[config.mk]
export PLATFORM = sky130hd
export DESIGN_NAME = uart_bcd_collector
export DESIGN_NICKNAME = d
export VERILOG_FILES = /design/src/rtl/uart_pkg.sv /design/src/rtl/ascii_digit_decode.sv /design/src/rtl/uart_bcd_collector.sv
export SDC_FILE = /design/constraint.sdc
export NUM_CORES = 1
export LEC_CHECK = 0
export CORE_MARGIN = 2
export CORE_UTILIZATION = 60
export DETAILED_ROUTE_END_ITERATION = 12
export DONT_BUFFER_PORTS = 1
export GPL_TIMING_DRIVEN = 0
export PLACE_DENSITY = 0.76
export SLEW_MARGIN = 25
export SYNTH_ARGS = -nofsm -noshare
export SYNTH_HDL_FRONTEND = slang
export SYNTH_SLANG_ARGS = --single-unit
[constraint.sdc]
create_clock -name clk -period 1.8 [get_ports clk]
set_input_delay 0.27 -clock clk [delete_from_list [all_inputs] [get_ports clk]]
set_output_delay 0.27 -clock clk [all_outputs]
set_load 0.05 [all_outputs]
[src/rtl/uart_pkg.sv]
// rtl/uart_pkg.sv - shared ASCII constants and collector state encoding for the UART path
package uart_pkg;

   localparam logic [7:0] ASCII_0  = 8'h30;
   localparam logic [7:0] ASCII_9  = 8'h39;
   localparam logic [7:0] ASCII_CR = 8'h0D;

   typedef enum logic [1:0] {
      IDLE    = 2'd0,
      COLLECT = 2'd1,
      HOLD    = 2'd2,
      ERR     = 2'd3
   } state_t;

endpackage

[src/rtl/ascii_digit_decode.sv]
// rtl/ascii_digit_decode.sv - classifies an ASCII byte as a decimal digit and yields its BCD nibble
module ascii_digit_decode
   import uart_pkg::*;
(
   input  logic [7:0] rx_data,
   output logic       is_digit,
   output logic [3:0] nibble
);

   always_comb begin
      is_digit = (rx_data >= ASCII_0) && (rx_data <= ASCII_9);
      nibble   = rx_data[3:0];
   end

endmodule

[src/rtl/uart_bcd_collector.sv]
// rtl/uart_bcd_collector.sv - packs ASCII digits from UART RX into a BCD word, offered on valid/ready
module uart_bcd_collector
   import uart_pkg::*;
#(
   parameter int         DIGITS = 4,
   parameter logic [7:0] TERM   = ASCII_CR
) (
   input  logic                  clk,
   input  logic                  rst,
   input  logic [7:0]            rx_data,
   input  logic                  rx_valid,
   output logic [4*DIGITS-1:0]   bcd_out,
   output logic                  bcd_valid,
   input  logic                  bcd_ready,
   output logic [3:0]            digit_cnt,
   output logic                  err,
   output logic                  overrun
);

   localparam int         W      = 4 * DIGITS;
   localparam logic [3:0] MAXCNT = 4'(DIGITS);

   state_t         state_q, state_d;
   logic [W-1:0]   acc_q, acc_d;
   logic [W-1:0]   out_q, out_d;
   logic [3:0]     cnt_q, cnt_d;
   logic           ovr_q, ovr_d;
   logic           is_digit;
   logic [3:0]     nibble;
   logic           is_term;

   ascii_digit_decode u_decode (
      .rx_data  (rx_data),
      .is_digit (is_digit),
      .nibble   (nibble)
   );

   assign is_term = (rx_data == TERM);

   always_comb begin
      state_d = state_q;
      acc_d   = acc_q;
      out_d   = out_q;
      cnt_d   = cnt_q;
      // Any byte arriving while a result is on offer is lost, even on the accepting cycle.
      ovr_d   = (state_q == HOLD) && rx_valid;
      case (state_q)
         IDLE: begin
            if (rx_valid) begin
               if (is_digit) begin
                  acc_d   = W'(nibble);
                  cnt_d   = 4'd1;
                  state_d = COLLECT;
               end else if (!is_term) begin
                  acc_d   = '0;
                  cnt_d   = 4'd0;
                  state_d = ERR;
               end
            end
         end
         COLLECT: begin
            if (rx_valid) begin
               if (is_digit && (cnt_q < MAXCNT)) begin
                  acc_d = (acc_q << 4) | W'(nibble);
                  cnt_d = cnt_q + 4'd1;
               end else if (is_term && !is_digit) begin
                  out_d   = acc_q;
                  state_d = HOLD;
               end else begin
                  acc_d   = '0;
                  cnt_d   = 4'd0;
                  state_d = ERR;
               end
            end
         end
         HOLD: begin
            if (bcd_ready) begin
               acc_d   = '0;
               cnt_d   = 4'd0;
               state_d = IDLE;
            end
         end
         ERR: begin
            if (rx_valid && is_term) begin
               acc_d   = '0;
               cnt_d   = 4'd0;
               state_d = IDLE;
            end
         end
         default: begin
            acc_d   = '0;
            cnt_d   = 4'd0;
            state_d = IDLE;
         end
      endcase
   end

   always_ff @(posedge clk or posedge rst) begin
      if (rst) begin
         state_q <= IDLE;
         acc_q   <= '0;
         out_q   <= '0;
         cnt_q   <= 4'd0;
         ovr_q   <= 1'b0;
      end else begin
         state_q <= state_d;
         acc_q   <= acc_d;
         out_q   <= out_d;
         cnt_q   <= cnt_d;
         ovr_q   <= ovr_d;
      end
   end

   assign bcd_out   = out_q;
   assign bcd_valid = (state_q == HOLD);
   assign digit_cnt = cnt_q;
   assign err       = (state_q == ERR);
   assign overrun   = ovr_q;

endmodule
---- After elaboration in Yosys (flattened, before gate mapping) ----
Cells that the tools add are included.
W data, S select, Z words.
storage, ports and cells
  register bits after elaboration ......... 39
  word-level logic and storage cells ...... 59
operators by class
  $add $sub $neg .......................... 1
  order comparisons ....................... 3
  equality and inequality tests ........... 11
  multiplexer cells ....................... 27
  bitwise gates (word level) .............. 2
  reduce and logical (&&, ||, !) cells .... 10
operator list
  operator               number
  $mux W16               8
  $pmux W16 S4           1
  $mux W4                8
  $or A16 B4 Y16         1
  $pmux W4 S4            1
  $mux W2                7
  $reduce_and A6 Y1      2
  $eq A8 B4 Y1 const B   1
  $ge A8 B6 Y1 const B   1
  $le A8 B6 Y1 const B   1
  $pmux W2 S4            1
  $ne A2 B2 Y1 const B   3
  $ne A3 B3 Y1 const B   2
  $logic_and A1 B1 Y1    5
  $add A4 B1 Y4 const B  1
  $eq A2 B2 Y1 const B   2
  $lt A4 B3 Y1 const B   1
  $ne A2 B1 Y1 const B   2
  $reduce_and A4 Y1      1
  $eq A2 B1 Y1 const B   1
  $logic_not A2 Y1       1
  $logic_not A1 Y1       1
  $mux W1                1
  $not A1 Y1             1

---- Depth between registers and ports, before layout ----
  depth in word-level cells ............... 8
  gate-level depth with buffers ........... 7
  mapped depth without buffers ............ 4

---- Modules after synthesis ----
Synthesis repeated with hierarchy kept, for this count alone.
unflattened totals
  cells, all modules ...................... 121
  area, all modules ....................... 1,664.1 sq um
by module, submodules not included
  module              times used  cells an instance  area an instance (sq um)
  uart_bcd_collector  1           114                1,601.5
  ascii_digit_decode  1           7                  62.6

---- Least setup slack after synthesis ----
No wires, ideal clock.
  path kind ............................... input port to flip-flop
  from .................................... in rx_data[7]
  to ...................................... reg out_q[0], in the netlist bcd_out[0]
  arrival ................................. 1.472 ns
  data required time ...................... 1.672 ns
  slack ................................... 0.200 ns
  cell stages on the path ................. 5
  path buffers ............................ 1
  path through ............................ nor4b_4 -> nand4_2 -> nor2_4 -> buf_4 -> mux2_1
on the way
  word-level cells in the longest chain between the ends .. 5
  elaborated cells on any way between the ends .. 9
  those cells by class .................... order compare (2); eq/ne (1); bitwise (1); reduce/logical (5)
RTL lines
  what                                                            RTL line                                            source
  start, declared                                                 uart_bcd_collector.sv:10                            input logic [7:0] rx_data,
  $ge A8 B6 Y1 / $le A8 B6 Y1 (equally long branches)             ascii_digit_decode.sv:11                            is_digit = (rx_data >= ASCII_0) && (rx_data <= ASCII_9);
  $logic_and A1 B1 Y1                                             ascii_digit_decode.sv:11
  $logic_not A1 Y1 / $logic_and A1 B1 Y1 (equally long branches)  uart_bcd_collector.sv:66, uart_bcd_collector.sv:63
  $logic_and A1 B1 Y1 / $not A1 Y1 (equally long branches)        --
  $reduce_and A4 Y1 (no line) *                                   --
  end signal, assigned                                            uart_bcd_collector.sv:108                           out_q <= out_d;
  end, declared                                                   uart_bcd_collector.sv:25                            logic [W-1:0] out_q, out_d;
Mark *: on every way between the ends. The rest lies on a longest branch, timed or not.
A chain may end at the register's enable or synchronous reset.

---- Worst setup path after layout ----
  from .................................... reg state_q[0]
  to ...................................... reg cnt_q[0], in the netlist digit_cnt[0]
on the way
  word-level cells in the longest chain between the ends .. 3
  elaborated cells on any way between the ends .. 12
  those cells by class .................... eq/ne (9); mux (1); reduce/logical (2)
RTL lines
  what                                                  RTL line                   source
  start, declared                                       uart_bcd_collector.sv:23   state_t state_q, state_d;
  start signal, assigned                                uart_bcd_collector.sv:106  state_q <= state_d;
  $eq A2 B1 Y1, or another cell as far along            uart_bcd_collector.sv:47   case (state_q)
  $ne A3 B3 Y1 (no line), or another cell as far along  --
  $reduce_and A6 Y1 (no line)                           --
  end signal, assigned                                  uart_bcd_collector.sv:109  cnt_q <= cnt_d;
  end, declared                                         uart_bcd_collector.sv:26   logic [3:0] cnt_q, cnt_d;
Parallel ways exist; a longest one is shown, timed or not.

==> impl_metrics.env <==
export IMPL_ys_top_cells_by_count="39 x dfrtp_1, 21 x inv_1, 19 x nand2_1, 18 x mux2i_1, 10 x mux2_1"
export IMPL_final_nets=168
export IMPL_setup_viol=0
export IMPL_diodes=0
export IMPL_startpoint_type="flip-flop"
export IMPL_cts_tree="done"
export IMPL_relSlewSlack_pct=60.05
export IMPL_insertion_delay_ns=0.34
export IMPL_grt_pass1_wl_um=4933
export IMPL_synth_nets=160
export IMPL_io_pins=35
export IMPL_syn_inst=147
export IMPL_status="completed"
export IMPL_ant_nets=0
export IMPL_cp_required_ns=2.03
export IMPL_cp_startpoint="state_q[0]"
export IMPL_htreeDepth=2
export IMPL_rows=19
export IMPL_drv_cap=0
export IMPL_reg2reg_depth=5
export IMPL_drive_gt1_share_pct=19.87
export IMPL_ys_ff_latch=39
export IMPL_p_per_area_nw_per_um2=1030
export IMPL_die_w_um=58.23
export IMPL_synth_edf_count=0
export IMPL_yosys_warnings=0
export IMPL_gp_congestion=0.8065
export IMPL_syn_to_final_growth_pct=9.078
export IMPL_die_h_um=58.23
export IMPL_grt_antenna_before_repair=0
export IMPL_cts_made_buffers=5
export IMPL_initial_utilization_pct=63.43
export IMPL_async_flop_share_pct=100.0
export IMPL_power_leakage_nw=0.9656
export IMPL_first_pass_iters=4
export IMPL_dp_hpwl_um=2107
export IMPL_syn_area_um2=1764
export IMPL_r2r_slack_ns=0.13
export IMPL_syn_avg_cell_area_um2=12.00
export IMPL_grt_overflow=0
export IMPL_slew_violations=0
export IMPL_routed_wl_um=2855
export IMPL_r2r_end="digit_cnt[0]"
export IMPL_clk_pin_slew_ns=0.10
export IMPL_grt_max_degree=28
export IMPL_dieArea_um2=3390
export IMPL_cts_max_path_buffers=2
export IMPL_rsz0062_at_grt="false"
export IMPL_finClkSkew_ns=0.003749
export IMPL_cp_endpoint="digit_cnt[0]"
export IMPL_fin_crit_ns=1.666
export IMPL_path_class="flip-flop to flip-flop"
export IMPL_synth_top_area_share_pct=55.32
export IMPL_drcViolationCount=0
export IMPL_utilization_pct=69.19
export IMPL_crit_fanout=10
export IMPL_holdWs_ns=0.05513
export IMPL_end_kind="flip-flop"
export IMPL_synth_area_top_cells="dfrtp_1 55%, mux2i_1 10%, mux2_1 6.4%"
export IMPL_cts_sinks=39
export IMPL_synth_ff_type="dfrtp_1"
export IMPL_yosysSeqAreaShare_pct=55.32
export IMPL_yosys_cell_count_top_type="dfrtp_1"
export IMPL_drt_wirelength_per_cell_um=15.27
export IMPL_worstReg2RegStart="state_q[0]"
export IMPL_max_clock_freq_ghz=0.6001
export IMPL_worstMarginPinSlew_ns=0.5966
export IMPL_grt_total_usage_pct=20.28
export IMPL_synth_distinct_cells=32
export IMPL_grt_pass1_vias=1105
export IMPL_vdd_ir_drop_worst_mv=0.8061
export IMPL_cts_root_buf="clkbuf_4"
export IMPL_yosys_area_top_type="dfrtp_1"
export IMPL_hold_viol_final=0
export IMPL_route_vias_total=1052
export IMPL_min_period_over_period_pct=92.58
export IMPL_initialDrtViolationCount=19
export IMPL_vias_per_cell=5.626
export IMPL_fp_coreArea_um2=2781
export IMPL_hold_class="input pin to flip-flop"
export IMPL_numPortBuffers=0
export IMPL_cp_arrival_ns=1.90
## metal layers
layer	global-route usage, %	vias up	routed length (µm)
li1	-	509	-
met1	23.80	509	1202
met2	33.12	28	1396
met3	5.580	6	199
met4	12.29	0	57
met5	0	-	0
## cell usage in the layout, fill, tap and decap left out, drive strengths merged
| cell | count |
|---|---|
| a21oi | 1 |
| o2bb2ai | 2 |
| nand3b | 1 |
| inv | 21 |
| nand4 | 1 |
| mux2i | 18 |
| a31oi | 1 |
| nor4b | 2 |
| nor3 | 1 |
| o21ai | 2 |
| a21boi | 2 |
| clkbuf | 8 |
| nor3b | 1 |
| buf | 6 |
| mux2 | 17 |
| and4bb | 1 |
| nor2 | 3 |
| and4b | 1 |
| and2 | 3 |
| nand2 | 19 |
| dlygate4sd3 | 1 |
| dfrtp | 39 |
| nor2b | 1 |
| nand3 | 1 |
| ha | 1 |
| and4 | 2 |
## per-stage QoR
| step | TNS, ns | power (W) | setup WS [ns] | cell area [µm²] | cells |
|---|---|---|---|---|---|
| after floorplan | 0 | 0.001429 | 0.2002 | 1764 | 147 |
| after global placement | 0 | 0.001489 | 0.05611 | 1803 | 178 |
| after detailed placement | -0.07595 | 0.001507 | -0.03027 | 1823 | 179 |
| after CTS | 0 | 0.002005 | 0.06057 | 1907 | 187 |
| after global routing | 0 | 0.002084 | 0.01530 | 1924 | 187 |
| final | 0 | 0.001982 | 0.1336 | 1924 | 187 |
## cell type report
type	instances	area [µm²]
plain buffers	5	38.79
clock buffers	8	68.82
fillers	214	857.1
inverters	21	78.83
multi-input cells	81	689.4
flip-flops and latches	39	979.7
well taps	31	38.79
repair buffers	2	30.03
## repair_timing
| action | 4_1_cts | 5_1_grt |
|---|---|---|
| setup buffers | 0 | 0 |
| endpoints found under the setup margin | 18 | 11 |
| endpoints found under the hold margin | 12 | 0 |
| hold buffers | 1 | 0 |
| resized for setup | 2 | 5 |
## critical path, cell delays in order, from the launching register on
cell	delay, ns
dfrtp_1	0.52
inv_1	0.09
a21boi_0	0.24
o2bb2ai_1	0.19
buf_6	0.21
mux2_4	0.31
## registers in the layout, indices dropped and copies added, names as in the netlist
| register | cells |
|---|---|
| state_q | 2 |
| digit_cnt | 4 |
| overrun | 1 |
| acc_q | 16 |
| bcd_out | 16 |
## where the power goes
| group | internal (W) | switching [W] | total (W) |
|---|---|---|---|
| clock network | 0.000230 | 0.000259 | 0.000488 |
| logic | 0.000206 | 0.000287 | 0.000493 |
| registers | 0.000910 | 0.0000900 | 0.00100 |
| total | 0.00135 | 0.000636 | 0.00198 |
## worst min-delay path by stage
stage,from,end,cells past startpoint,slack (ns)
2_1_floorplan,rx_valid,overrun,1,0.40
3_3_place_gp,rx_valid,overrun,1,0.41
3_5_place_dp,rst,bcd_out[13],1,0.11
4_1_cts,rx_valid,overrun,1,0.04
5_1_grt,rx_data[2],acc_q[2],2,0.04
6_report,rx_valid,overrun,1,0.06
## cell families after synthesis
| family | count (synthesis) | share of synthesized area, % |
|---|---|---|
| AOI/OAI and AO/OA | 8 | 3.050 |
| adders and majority gates | 1 | 0.7091 |
| buffers and inverters | 27 | 6.879 |
| DFF | 39 | 55.32 |
| muxes | 35 | 21.28 |
| and+or+nand+nor | 37 | 12.77 |
(Power assumes the default switching activity.)
